## src/rtl/text_plane_pkg.sv

```systemverilog
// rtl/text_plane_pkg.sv - shared geometry, control bytes, state and step types for the text plane writer
package text_plane_pkg;

    localparam int ROW_NUMBER     = 15;
    localparam int COL_NUMBER     = 40;
    localparam int CHAR_ID_LENGTH = 8;
    localparam int ROW_BIT_LEN    = 4;
    localparam int COL_BIT_LEN    = 6;

    localparam logic [CHAR_ID_LENGTH-1:0] BLANK_CHAR = 8'h20;
    localparam logic [CHAR_ID_LENGTH-1:0] CHAR_BS    = 8'h08;
    localparam logic [CHAR_ID_LENGTH-1:0] CHAR_LF    = 8'h0A;
    localparam logic [CHAR_ID_LENGTH-1:0] CHAR_FF    = 8'h0C;
    localparam logic [CHAR_ID_LENGTH-1:0] CHAR_CR    = 8'h0D;

    localparam logic [ROW_BIT_LEN-1:0] ROW_LAST = ROW_BIT_LEN'(ROW_NUMBER - 1);
    localparam logic [COL_BIT_LEN-1:0] COL_LAST = COL_BIT_LEN'(COL_NUMBER - 1);

    typedef enum logic {
        ST_IDLE,
        ST_CLEAR
    } writer_state_t;

    typedef enum logic [1:0] {
        STEP_HOLD,
        STEP_ADVANCE,
        STEP_RETREAT,
        STEP_NEWLINE
    } step_op_t;

    // Cursor movement implied by one input byte; bytes that move nothing map to STEP_HOLD.
    function automatic step_op_t byte_op(input logic [CHAR_ID_LENGTH-1:0] ch);
        if ((ch >= 8'h20) && (ch <= 8'h7E)) begin
            return STEP_ADVANCE;
        end else if ((ch == CHAR_LF) || (ch == CHAR_CR)) begin
            return STEP_NEWLINE;
        end else if (ch == CHAR_BS) begin
            return STEP_RETREAT;
        end
        return STEP_HOLD;
    endfunction

endpackage

```

## src/rtl/text_plane_writer_if.sv

```systemverilog
// rtl/text_plane_writer_if.sv - byte stream input, plane write port and cursor of the text plane writer
interface text_plane_writer_if;
    import text_plane_pkg::*;

    logic                      in_valid;
    logic [CHAR_ID_LENGTH-1:0] in_char;
    logic                      in_ready;
    logic                      wr_en;
    logic [ROW_BIT_LEN-1:0]    wr_row;
    logic [COL_BIT_LEN-1:0]    wr_col;
    logic [CHAR_ID_LENGTH-1:0] wr_char;
    logic [ROW_BIT_LEN-1:0]    cursor_row;
    logic [COL_BIT_LEN-1:0]    cursor_col;

    modport master (
        output in_valid, in_char,
        input  in_ready, wr_en, wr_row, wr_col, wr_char, cursor_row, cursor_col
    );

    modport slave (
        input  in_valid, in_char,
        output in_ready, wr_en, wr_row, wr_col, wr_char, cursor_row, cursor_col
    );

endinterface

```

## src/rtl/text_cursor_step.sv

```systemverilog
// rtl/text_cursor_step.sv - combinational next cell position: advance, retreat or newline with wrap
module text_cursor_step
    import text_plane_pkg::*;
(
    input  logic [ROW_BIT_LEN-1:0] row,
    input  logic [COL_BIT_LEN-1:0] col,
    input  step_op_t               op,
    output logic [ROW_BIT_LEN-1:0] next_row,
    output logic [COL_BIT_LEN-1:0] next_col
);

    // Bottom row wraps to the top; the screen never scrolls.
    logic [ROW_BIT_LEN-1:0] row_down;
    assign row_down = (row == ROW_LAST) ? '0 : row + 1'b1;

    always_comb begin
        next_row = row;
        next_col = col;
        case (op)
            STEP_ADVANCE: begin
                if (col == COL_LAST) begin
                    next_row = row_down;
                    next_col = '0;
                end else begin
                    next_col = col + 1'b1;
                end
            end
            STEP_NEWLINE: begin
                next_row = row_down;
                next_col = '0;
            end
            STEP_RETREAT: begin
                if (col != '0) begin
                    next_col = col - 1'b1;
                end else if (row != '0) begin
                    next_row = row - 1'b1;
                    next_col = COL_LAST;
                end
            end
            default: ;
        endcase
    end

endmodule

```

## src/rtl/text_plane_writer.sv

```systemverilog
// rtl/text_plane_writer.sv - byte stream to character plane writer with cursor; TEXT_PLANE_WRITER_CLEAR_EN enables form-feed clear
module text_plane_writer
    import text_plane_pkg::*;
(
    input  logic               clk,
    input  logic               reset,
    text_plane_writer_if.slave bus
);

    logic [ROW_BIT_LEN-1:0]    cursor_row;
    logic [COL_BIT_LEN-1:0]    cursor_col;
    logic                      wr_en;
    logic [ROW_BIT_LEN-1:0]    wr_row;
    logic [COL_BIT_LEN-1:0]    wr_col;
    logic [CHAR_ID_LENGTH-1:0] wr_char;

    logic [ROW_BIT_LEN-1:0]    step_row;
    logic [COL_BIT_LEN-1:0]    step_col;
    logic [ROW_BIT_LEN-1:0]    next_row;
    logic [COL_BIT_LEN-1:0]    next_col;
    step_op_t                  step_op;
    logic                      accept;

`ifdef TEXT_PLANE_WRITER_CLEAR_EN
    writer_state_t             state;
    logic [ROW_BIT_LEN-1:0]    clear_row;
    logic [COL_BIT_LEN-1:0]    clear_col;
    logic                      clear_done;

    assign bus.in_ready = (state == ST_IDLE);
`else
    assign bus.in_ready = 1'b1;
`endif

    assign accept = bus.in_valid & bus.in_ready;

    // The single step unit follows the sweep pointer while clearing, else the cursor.
    always_comb begin
        step_row = cursor_row;
        step_col = cursor_col;
        step_op  = STEP_HOLD;
`ifdef TEXT_PLANE_WRITER_CLEAR_EN
        if (state == ST_CLEAR) begin
            step_row = clear_row;
            step_col = clear_col;
            step_op  = STEP_ADVANCE;
        end else if (accept) begin
            step_op = byte_op(bus.in_char);
        end
`else
        if (accept) begin
            step_op = byte_op(bus.in_char);
        end
`endif
    end

    text_cursor_step u_step (
        .row      (step_row),
        .col      (step_col),
        .op       (step_op),
        .next_row (next_row),
        .next_col (next_col)
    );

    always_ff @(posedge clk) begin
        if (reset) begin
            cursor_row <= '0;
            cursor_col <= '0;
            wr_en      <= 1'b0;
            wr_row     <= '0;
            wr_col     <= '0;
            wr_char    <= '0;
`ifdef TEXT_PLANE_WRITER_CLEAR_EN
            state      <= ST_IDLE;
            clear_row  <= '0;
            clear_col  <= '0;
            clear_done <= 1'b0;
`endif
        end else begin
            wr_en <= 1'b0;
`ifdef TEXT_PLANE_WRITER_CLEAR_EN
            if (state == ST_CLEAR) begin
                if (clear_done) begin
                    state      <= ST_IDLE;
                    clear_done <= 1'b0;
                    cursor_row <= '0;
                    cursor_col <= '0;
                end else begin
                    wr_en      <= 1'b1;
                    wr_row     <= clear_row;
                    wr_col     <= clear_col;
                    wr_char    <= BLANK_CHAR;
                    clear_row  <= next_row;
                    clear_col  <= next_col;
                    clear_done <= (clear_row == ROW_LAST) && (clear_col == COL_LAST);
                end
            end else if (accept && (bus.in_char == CHAR_FF)) begin
                // Cell (0,0) is blanked on the accepting edge, so the sweep resumes at (0,1).
                state      <= ST_CLEAR;
                wr_en      <= 1'b1;
                wr_row     <= '0;
                wr_col     <= '0;
                wr_char    <= BLANK_CHAR;
                clear_row  <= '0;
                clear_col  <= COL_BIT_LEN'(1);
                clear_done <= 1'b0;
            end else
`endif
            if (accept) begin
                cursor_row <= next_row;
                cursor_col <= next_col;
                case (step_op)
                    STEP_ADVANCE: begin
                        wr_en   <= 1'b1;
                        wr_row  <= cursor_row;
                        wr_col  <= cursor_col;
                        wr_char <= bus.in_char;
                    end
                    STEP_RETREAT: begin
                        wr_en   <= 1'b1;
                        wr_row  <= next_row;
                        wr_col  <= next_col;
                        wr_char <= BLANK_CHAR;
                    end
                    default: ;
                endcase
            end
        end
    end

    assign bus.wr_en      = wr_en;
    assign bus.wr_row     = wr_row;
    assign bus.wr_col     = wr_col;
    assign bus.wr_char    = wr_char;
    assign bus.cursor_row = cursor_row;
    assign bus.cursor_col = cursor_col;

endmodule

```

## src/flat_wrapper.sv

```systemverilog
// flat-port wrapper written by rule: the top's interface ports become plain ports
module text_plane_writer_flat import text_plane_pkg::*;
  (clk, reset, bus_in_valid, bus_in_char, bus_in_ready, bus_wr_en, bus_wr_row, bus_wr_col, bus_wr_char, bus_cursor_row, bus_cursor_col);
  text_plane_writer_if bus_i ();
  input  logic clk;
  input  logic reset;
  input wire logic [$bits(bus_i.in_valid)-1:0] bus_in_valid;
  input wire logic [$bits(bus_i.in_char)-1:0] bus_in_char;
  output wire logic [$bits(bus_i.in_ready)-1:0] bus_in_ready;
  output wire logic [$bits(bus_i.wr_en)-1:0] bus_wr_en;
  output wire logic [$bits(bus_i.wr_row)-1:0] bus_wr_row;
  output wire logic [$bits(bus_i.wr_col)-1:0] bus_wr_col;
  output wire logic [$bits(bus_i.wr_char)-1:0] bus_wr_char;
  output wire logic [$bits(bus_i.cursor_row)-1:0] bus_cursor_row;
  output wire logic [$bits(bus_i.cursor_col)-1:0] bus_cursor_col;
  assign bus_i.in_valid = bus_in_valid;
  assign bus_i.in_char = bus_in_char;
  assign bus_in_ready = bus_i.in_ready;
  assign bus_wr_en = bus_i.wr_en;
  assign bus_wr_row = bus_i.wr_row;
  assign bus_wr_col = bus_i.wr_col;
  assign bus_wr_char = bus_i.wr_char;
  assign bus_cursor_row = bus_i.cursor_row;
  assign bus_cursor_col = bus_i.cursor_col;
  text_plane_writer u_core (.clk(clk), .reset(reset), .bus(bus_i));
endmodule
```

## config.mk

```make
export PLATFORM = sky130hd
export DESIGN_NAME = text_plane_writer_flat
export DESIGN_NICKNAME = d
export VERILOG_FILES = /design/src/rtl/text_plane_pkg.sv /design/src/rtl/text_plane_writer_if.sv /design/src/rtl/text_cursor_step.sv /design/src/rtl/text_plane_writer.sv /design/src/flat_wrapper.sv
export SDC_FILE = /design/constraint.sdc
export NUM_CORES = 1
export LEC_CHECK = 0
export BUFFER_PORTS_ARGS = -buffer_cell sky130_fd_sc_hd__buf_4
export CAP_MARGIN = 20
export CORE_MARGIN = 4
export CORE_UTILIZATION = 45
export DETAILED_ROUTE_END_ITERATION = 16
export PLACE_DENSITY_LB_ADDON = 0.1
export SKIP_LAST_GASP = 1
export SLEW_MARGIN = 15
export SYNTH_ARGS = -nofsm -noshare
export SYNTH_HDL_FRONTEND = slang
export SYNTH_SLANG_ARGS = --single-unit
```

## constraint.sdc

```tcl
create_clock -name clk -period 2.2 [get_ports clk]
set_input_delay 0.11 -clock clk [delete_from_list [all_inputs] [get_ports clk]]
set_output_delay 0.11 -clock clk [all_outputs]
set_load 0.01 [all_outputs]
```

# Word-level counts from Yosys, hierarchy flattened
# Index checks and enable logic that the tools add are counted.
# totals
input_bits,11
elab_cells,51
out_inout_bits,30
ff_bits,29
# classes
n_lt_le_gt_ge,2
n_bitwise,1
addsub,4
reduce_logical,8
eq_ne,8
mux,22
# ops
cell,n
8-bit by 4-bit == test with 1-bit output (second input constant),3
6-bit two-way mux,3
6-bit case mux with 3 select lines,1
4-bit two-way mux,4
8-bit case mux with 2 select lines,1
4-bit case mux with 3 select lines,1
6-bit case mux with 2 select lines,1
2-bit two-way mux,5
8-bit by 6-bit greater-or-equal comparator with 1-bit output (second input constant),1
8-bit by 7-bit less-or-equal comparator with 1-bit output (second input constant),1
4-bit case mux with 2 select lines,1
6-bit by 1-bit adder with 6-bit output (second input constant),1
6-bit == test (second input constant),1
6-bit nonzero test,1
6-bit by 1-bit subtractor with 6-bit output (second input constant),1
1-bit two-way mux,5
4-bit by 1-bit adder with 4-bit output (second input constant),1
2-bit == test (second input constant),2
4-bit == test (second input constant),1
4-bit nonzero test,1
2-bit OR reduction,2
4-bit by 1-bit subtractor with 4-bit output (second input constant),1
2-bit by 1-bit == test with 1-bit output (second input constant),1
2-bit AND reduction,1
other kinds (4),4

# Depth between registers and ports, before layout
# Gate-level depths: netlist (run 1).
# logic_depth
ltp_word,10
mapped_depth,8
depth_no_buf,7

# Modules after synthesis
# Synthesis (run 1) repeated with hierarchy kept, for this count alone.
# hier_totals
hier_cells,230
area_unflattened_um2,1986.9
# modules_own_cells
mod,cells_per_inst,area_per_inst_um2,n_inst,seq_area_each_um2
text_plane_writer,132,1257.5,1,580.6
text_cursor_step,98,729.4,1,0.0

# Worst setup path after synthesis (run 1)
# No wires, ideal clock.
# synth_path
path_kind,flip-flop to flip-flop
from,register u_core.cursor_row[0] (netlist: u_core.bus.cursor_row[0])
to,register u_core.cursor_row[0] (netlist: u_core.bus.cursor_row[0])
path_slack_ns,0.244
stages_incl_launch_ff,9
arrival_time_ns,1.853
required_ns,2.097
setup_time_ns,0.103
synth_period_minus_slack_ns,1.956
path_buffers,1
cell_sequence,dfxtp_1 > clkbuf_1 > inv_1 > ha_1 > or3b_1 > nand3_1 > o2bb2ai_1 > nor3_1 > a2111oi_2
# synth_via
elab_chain_len,4
elab_cells_between_ends,9
cone_classes,2 x add/sub; 1 x eq/ne; 5 x mux; 1 x reduce/logical
# synth_lines
element,line,text
"start, declared",text_plane_writer.sv:10,logic [ROW_BIT_LEN-1:0] cursor_row;
"start signal, assigned",text_plane_writer.sv:110,cursor_row <= next_row;
4-bit by 1-bit subtractor with 4-bit output (tied with other cells),text_cursor_step.sv:36,next_row = row - 1'b1;
4-bit two-way mux (on tied branches),"text_cursor_step.sv:35, text_cursor_step.sv:14",
4-bit two-way mux (on tied branches),"text_cursor_step.sv:33, text_cursor_step.sv:21",
4-bit case mux with 3 select lines (*),text_cursor_step.sv:19,case (op)
# Every way passes the cells marked *; elsewhere a longest branch is shown, timed or not.
# A chain may end at the register's enable or synchronous reset.

# Worst setup path in the final report (run 1)
# Same ends and word-level chain as after synthesis.

==> results.md, run 1 <==
- CTS H-tree lvls: 2
- Worst setup EP type: flip-flop
- Routed vias/inst: 5.781
- Hold path startpoint: bus_in_char[3]
- Std-Cell Rows: 22
- RSZ-0062 raised after global routing: false
- Die height: 70.37 um
- Period utilization: 0.8757
- Synthesized area per cell: 8.375 um^2
- DR vias: 1746
- Crit path cell chain: inv_1 > ha_1 > or3b_1 > nand3_1 > o2bb2ai_1 > nor3_1 > a2111oi_2
- ANT cells: 0
- Worst Path Required: 2390 ps
- Critical Path Source Type: flip-flop
- R2r startpoint: u_core.bus.cursor_row[0]
- Fmax: 519.0 MHz
- Xor/xnor share of the synthesized area: 0.01001
- Minimum clock period: 1927 ps
- Final Hold Viols: 0
- Ys flop type: dfxtp_1
- Main combinational cell family by area after synthesis: compound AO/OA/AOI/OAI gates
- Status: finished clean
- Worst hold stages: 3
- IO Count: 41
- Top cells by area, synth: dfxtp_1 (33%), nor2_1 (6.2%), ha_1 (4.3%)
- Vias in the first global route: 1580
- Clk buf depth: 2
- Seq/Total Area, Yosys: 0.3317
- Ys Warns: 0
- Port Buffers: 39
- Post-CTS setup buffers: 0
- Post-synth top area share: 0.3317
- Antenna Violating Nets Remaining: 0
- Later-pin clock latency in the skew report: a little under 300 ps
- Worst Skew: 4.790 ps
- Largest net degree at the start of global routing: 26
- Register-to-register setup slack: 270 ps
- Hold endpoint: u_core.bus.wr_char[3]
- Gr ovfl total: 0
- Fraction of layout cells with a size suffix above 1: 0.2992
- Min-Delay Path Class: in2reg
- CP max stage delay: ~430 ps
- Wire length per cell: 15.45 um
- Setup tns final: 0 ps
- Antenna violations before repair: 0
- Die Area: ~0.0050 mm^2
- Gate Count Post-Synth: 209
- CTS Buf Count: 5
- Routability cong.: 0.8946
- FFs w/ async S/R, synth: 0
- Measured slew at the worst slew-check pin: 639.7 ps
- Commonest non-fill, non-tap cell in the layout: buf_4
- Adder-cell share of the synthesized area: 0.04289
- Nets: 270
- Global-route wire length before repair: between 7000 and 8000 um
- Commonest non-fill, non-tap cells in the layout: buf_4 (49), nor2_1 (29), dfxtp_1 (28)
- Critical path type: reg2reg
- Max Slew Vio Count: 0
- WL final: 4666 um
- Peak supply drop: 0.4009 mV
- Max-Cap Viols: 0
- Slew Limit Headroom: 0.5717
- 1st-iter DRT viols: 69
- Total power: 1.362 mW
- Worst-path clk slew: 70 ps
- P&R area growth vs syn: 28.31%
- GRT Total Usage: 0.1938
- DR DRC count: 0
- # setup viols final: 0
- Mapped Nets: 226
- Synth Area in Compound Gates: 0.3124
- Max FO, Critical Path: 5
- Dpl ws: 187.7 ps
- Yosys cell types: 58
- Synth area leader: dfxtp_1
- Chip Width: 70.37 um
- Worst Path Arrival: ~2100 ps
- Fillcell total: 357
- CTS Root Cell: clkbuf_8
- Reg2Reg Depth: 7
- CTS tree: yes
- Simple-Gate Fraction of Synth Area: 0.2359
- Synthesized area: 0.001750 mm^2
- Multiplexer share of the synthesized area: 0.01215
- DP HPWL: 3423 um
- Post-route setup slack: 273.4 ps
- Starting Density: 0.4710
- Lkg Pwr: 0.9329 nW
- Drt first pass iters: 5
- Yosys reg bits: 29
- Clock sink total: 29
- Pwr dens: 606.7 mW/mm^2
- Placeable Area: ~0.0037 mm^2
- EDFF count, synth: 0
- Critical path's slowest cell: or3b_1
- Reg2reg end: u_core.bus.cursor_row[0]
-- per-stage QoR --
step	util	instances	hold WS [ps]	cell area, um^2
after floorplan	-	209	178.9	1750
after CTS	0.6024	302	97.76	2238
after global routing	0.6044	302	125.7	2246
final	0.6044	302	96.86	2246
after global placement	0.5714	294	386.4	2123
after detailed placement	0.5714	294	404.2	2123
-- timing repair --
action                     4_1_cts  5_1_grt
resized for setup                0        2
setup endpoints to repair        0        3
hold buffers                     0        0
-- how the worst max path moves through the flow --
stage / to / startpoint / depth (start not counted) / slack [ps]
floorplan: u_core.bus.cursor_row[0] / u_core.bus.cursor_row[0] / 8 / 240
global placement: u_core.bus.cursor_col[2] / u_core.bus.cursor_col[1] / 7 / 230
detailed placement: u_core.bus.cursor_row[1] / u_core.bus.cursor_col[1] / 7 / 190
CTS: u_core.bus.cursor_row[1] / u_core.bus.cursor_col[1] / 7 / 160
global route: u_core.bus.cursor_row[0] / u_core.bus.cursor_row[0] / 7 / 80
finish: u_core.bus.cursor_row[0] / u_core.bus.cursor_row[0] / 7 / 270
-- cell usage after synthesis (3+ instances only) --
cell type,count
a2111oi_2,3
a31oi_1,4
o21ai_0,8
nor2_1,29
and3_1,3
nand2_1,7
clkbuf_1,8
nor3_1,9
a21oi_1,11
dfxtp_1,29
inv_1,10
a221oi_1,5
ha_1,6
nand3_1,8
a211oi_1,6
o211ai_1,3
a22oi_1,7
nor2b_1,3
-- area by class of cell --
class	instances	area [um^2]	share of cell area
multi-input cells	158	1084	0.4825
flip-flops and latches	29	581.8	0.2591
repair buffers	49	367.9	0.1638
clock buffers	5	68.82	0.03064
well taps	48	60.06	0.02674
clock inverters	3	46.29	0.02061
inverters	10	37.54	0.01671
-- where the power goes --
part | internal [mW] | leakage (nW) | total (mW) | switching (mW)
combinational | 0.104 | 0.642 | 0.237 | 0.133
sequential | 0.547 | 0.237 | 0.560 | 0.0137
clock | 0.339 | 0.0543 | 0.565 | 0.226
total | 0.989 | 0.933 | 1.36 | 0.373
-- sequential cells by signal, summed over array words and instances (netlist names) --
| register | cells |
|---|---|
| u_core.bus.cursor_row | 4 |
| u_core.bus.wr_row | 4 |
| u_core.bus.wr_en | 1 |
| u_core.bus.wr_char | 8 |
| u_core.bus.cursor_col | 6 |
| u_core.bus.wr_col | 6 |
-- critical path, delay by kind of cell, from the launching register on --
kind                     cells  cell delay (ps)
AND/OR/NAND/NOR              3              700
AO/OA/AOI/OAI                2              490
flip-flops                   1              310
adder cells (fa/ha/maj)      1              230
buffers and inverters        1              100
-- routing by layer --
layer  GRT usage  share of wire  routed length (um)  up-vias
met5           0              0                   0        -
met4     0.05532          0.014                  67        0
met3     0.05468          0.070                 326        7
met2      0.2911           0.45                2107       58
met1      0.2683           0.46                2165      808
li1            -              -                   -      873
-- logic make-up (layout without fill, tap and decap cells) --
logic type	Yosys count	in the layout
other	1	1
xor gates and xnor gates	2	2
AOI/OAI and AO/OA	71	71
DFF	29	29
adders and majority gates	6	6
and+or+nand+nor	76	76
muxes	2	2
buffers and inverters	22	67
No activity file was read; power rests on OpenSTA's default activity.
==> run 2, diff against run 1 <==
Settings changed: RECOVER_POWER set to 25.
==> results.md, run 2 (synthesized netlist as in run 1, its figures left out) <==
- # setup viols final: 0 (unchanged)
- Port Buffers: 39 (unchanged)
- Fraction of layout cells with a size suffix above 1: 0.2441 (-0.05512)
- Commonest non-fill, non-tap cell in the layout: buf_4
- Antenna violations before repair: 0 (unchanged)
- Std-Cell Rows: 22 (unchanged)
- Switching power: 0.3733 mW (about the same)
- Max Slew Vio Count: 0 (unchanged)
- WL final: 4667 um (about the same)
- Top reg by flops: u_core.bus.wr_char
- 1st-iter DRT viols: 80 (+16%)
- Worst Path Required: 2390 ps (about the same)
- Clk buf depth: 2 (unchanged)
- Fmax: 519.9 MHz (+0.16%)
- Period utilization: 0.8744 (-0.001368)
- Starting Density: 0.4710 (unchanged)
- Slew Limit Headroom: 0.5740 (+0.002352)
- Post-route setup slack: 276.4 ps (+3.010 ps)
- Global-route wire length before repair: 7817 um (unchanged)
- P_int: 0.9807 mW (-0.85%)
- Nets: 270 (unchanged)
- Setup tns final: 0 ps (unchanged)
- DP HPWL: 3423 um (unchanged)
- Status: finished clean
- Antenna Violating Nets Remaining: 0 (unchanged)
- Dpl ws: 187.7 ps (unchanged)
- Vias in the first global route: 1580 (unchanged)
- Die Area: 0.004952 mm^2 (unchanged)
- Clock Power Share: 0.417 (+0.003)
- IO Count: 41 (unchanged)
- Fin Hold WS: 96.96 ps (+0.1018 ps)
- CTS tree: yes
- Min-Delay Path Class: in2reg
- Worst-path clk slew: 70 ps (about the same)
- Later-pin clock latency in the skew report: 290 ps (about the same)
- Critical path type: reg2reg
- Final Util: 0.5902 (-0.01414)
- P&R area growth vs syn: 25.30%
- Drt first pass iters: 4 (-1)
- Pwr dens: 617.3 mW/mm^2 (+1.8%)
- Critical Path Source Type: flip-flop
- Routability cong.: 0.8946 (unchanged)
- Total power: 1.354 mW (-0.62%)
- Minimum clock period: 1924 ps (-3.010 ps)
- Worst Path Arrival: 2110 ps (about the same)
- Register share of total power: 0.414 (+0.003)
- CTS Buf Count: 5 (unchanged)
- Die height: 70.37 um (unchanged)
- GRT Total Usage: 0.1938 (unchanged)
- Gr ovfl total: 0 (unchanged)
- Clock sink total: 29 (unchanged)
- Post-Place Cells: 294 (unchanged)
- RSZ-0062 raised after global routing: false
- Largest registers: u_core.bus.wr_char (8), u_core.bus.cursor_col (6), u_core.bus.wr_col (6)
- Non-filler cells in the finished layout: 302 (unchanged)
- Switching Fraction: 0.2757 (+0.001677)
- Largest net degree at the start of global routing: 26 (unchanged)
- Chip Width: 70.37 um (unchanged)
- ANT cells: 0 (unchanged)
- Worst setup EP type: flip-flop
- CTS H-tree lvls: 2 (unchanged)
- Max FO, Critical Path: 5 (unchanged)
- Final Hold Viols: 0 (unchanged)
- Cts hold-fix bufs: 0 (unchanged)
- Worst Skew: 5.442 ps (+0.6515 ps)
- Placeable Area: 0.003716 mm^2 (unchanged)
- Area after DPL: 0.002123 mm^2 (unchanged)
- DR DRC count: 0 (unchanged)
- Wire length per cell: 15.45 um (about the same)
- Lkg Pwr: 0.8745 nW (-6.3%)
- Commonest non-fill, non-tap cells in the layout: buf_4 (35), nor2_1 (29), dfxtp_1 (28)
- Gate power share: 0.169 (-0.005)
- Cell area after layout: 0.002193 mm^2 (-2.3%)
- Measured slew at the worst slew-check pin: 636.1 ps (-3.512 ps)
- CTS Root Cell: clkbuf_8
- DR vias: 1739 (-0.40%)
- Peak supply drop: 0.4022 mV (+0.34%)
- Max-Cap Viols: 0 (unchanged)
- Routed vias/inst: 5.758 (-0.40%)
- Max reg flops: 8 (unchanged)
## run 2: cell types whose count changed in the layout (fill, tap and decap cells not counted)
cell / before / now
clkbuf_1: 0 / 14
buf_4: 49 / 35
## run 2: path summary, 6_finish.rpt
| kind | startpoint | to | slack, ps | cells after the start |
|---|---|---|---|---|
| worst min-delay path | bus_in_char[3] | u_core.bus.wr_char[3] | 100 | 3 |
| worst max register to register | u_core.bus.cursor_row[0] | u_core.bus.cursor_row[0] | 280 | 7 |
| worst max-delay path | u_core.bus.cursor_row[0] | u_core.bus.cursor_row[0] | 280 | 7 |
| worst min register to register | u_core.bus.wr_char[7] | u_core.bus.wr_char[7] | 480 | 1 |
## run 2: area by class of cell
type,instances,area [um^2]
clock buffer,5,68.82
inverter,10,37.54
tap,48,60.06
timing repair buffer,49,315.3
sequential,29,581.8
fill,367,1523
multi-input combinational,158,1084
clock inverter,3,46.29
## run 2: metal layers
layer  GRT usage  vias to the layer above  part of all wire
li1            -                      873                 -
met1      0.2683                      805              0.47
met2      0.2911                       54              0.45
met3     0.05468                        7             0.064
met4     0.05532                        0             0.014
met5           0                        -                 0
## run 2: critical path, stage by stage, from the launching register on
cell       delay, ps
dfxtp_1          310
inv_1            100
ha_1             230
or3b_1           430
nand3_1          190
o2bb2ai_1        160
nor3_1            80
a2111oi_2        330
## run 2: power by group through the flow
stage | sequential [mW] | clock [mW] | combinational [mW]
final | 0.560 | 0.565 | 0.229
after global routing | 0.563 | 0.604 | 0.253
after CTS | 0.560 | 0.575 | 0.236
after detailed placement | 0.572 | 0 | 0.235
after global placement | 0.572 | 0 | 0.233
after floorplan | 0.584 | 0 | 0.127
## run 2: repair_timing
item / 4_1_cts / 5_1_grt
resized for setup: 0 / 2
endpoints found under the setup margin: 0 / 3
buffers inserted: 0 / 0
endpoints found under the hold margin: 0 / 0
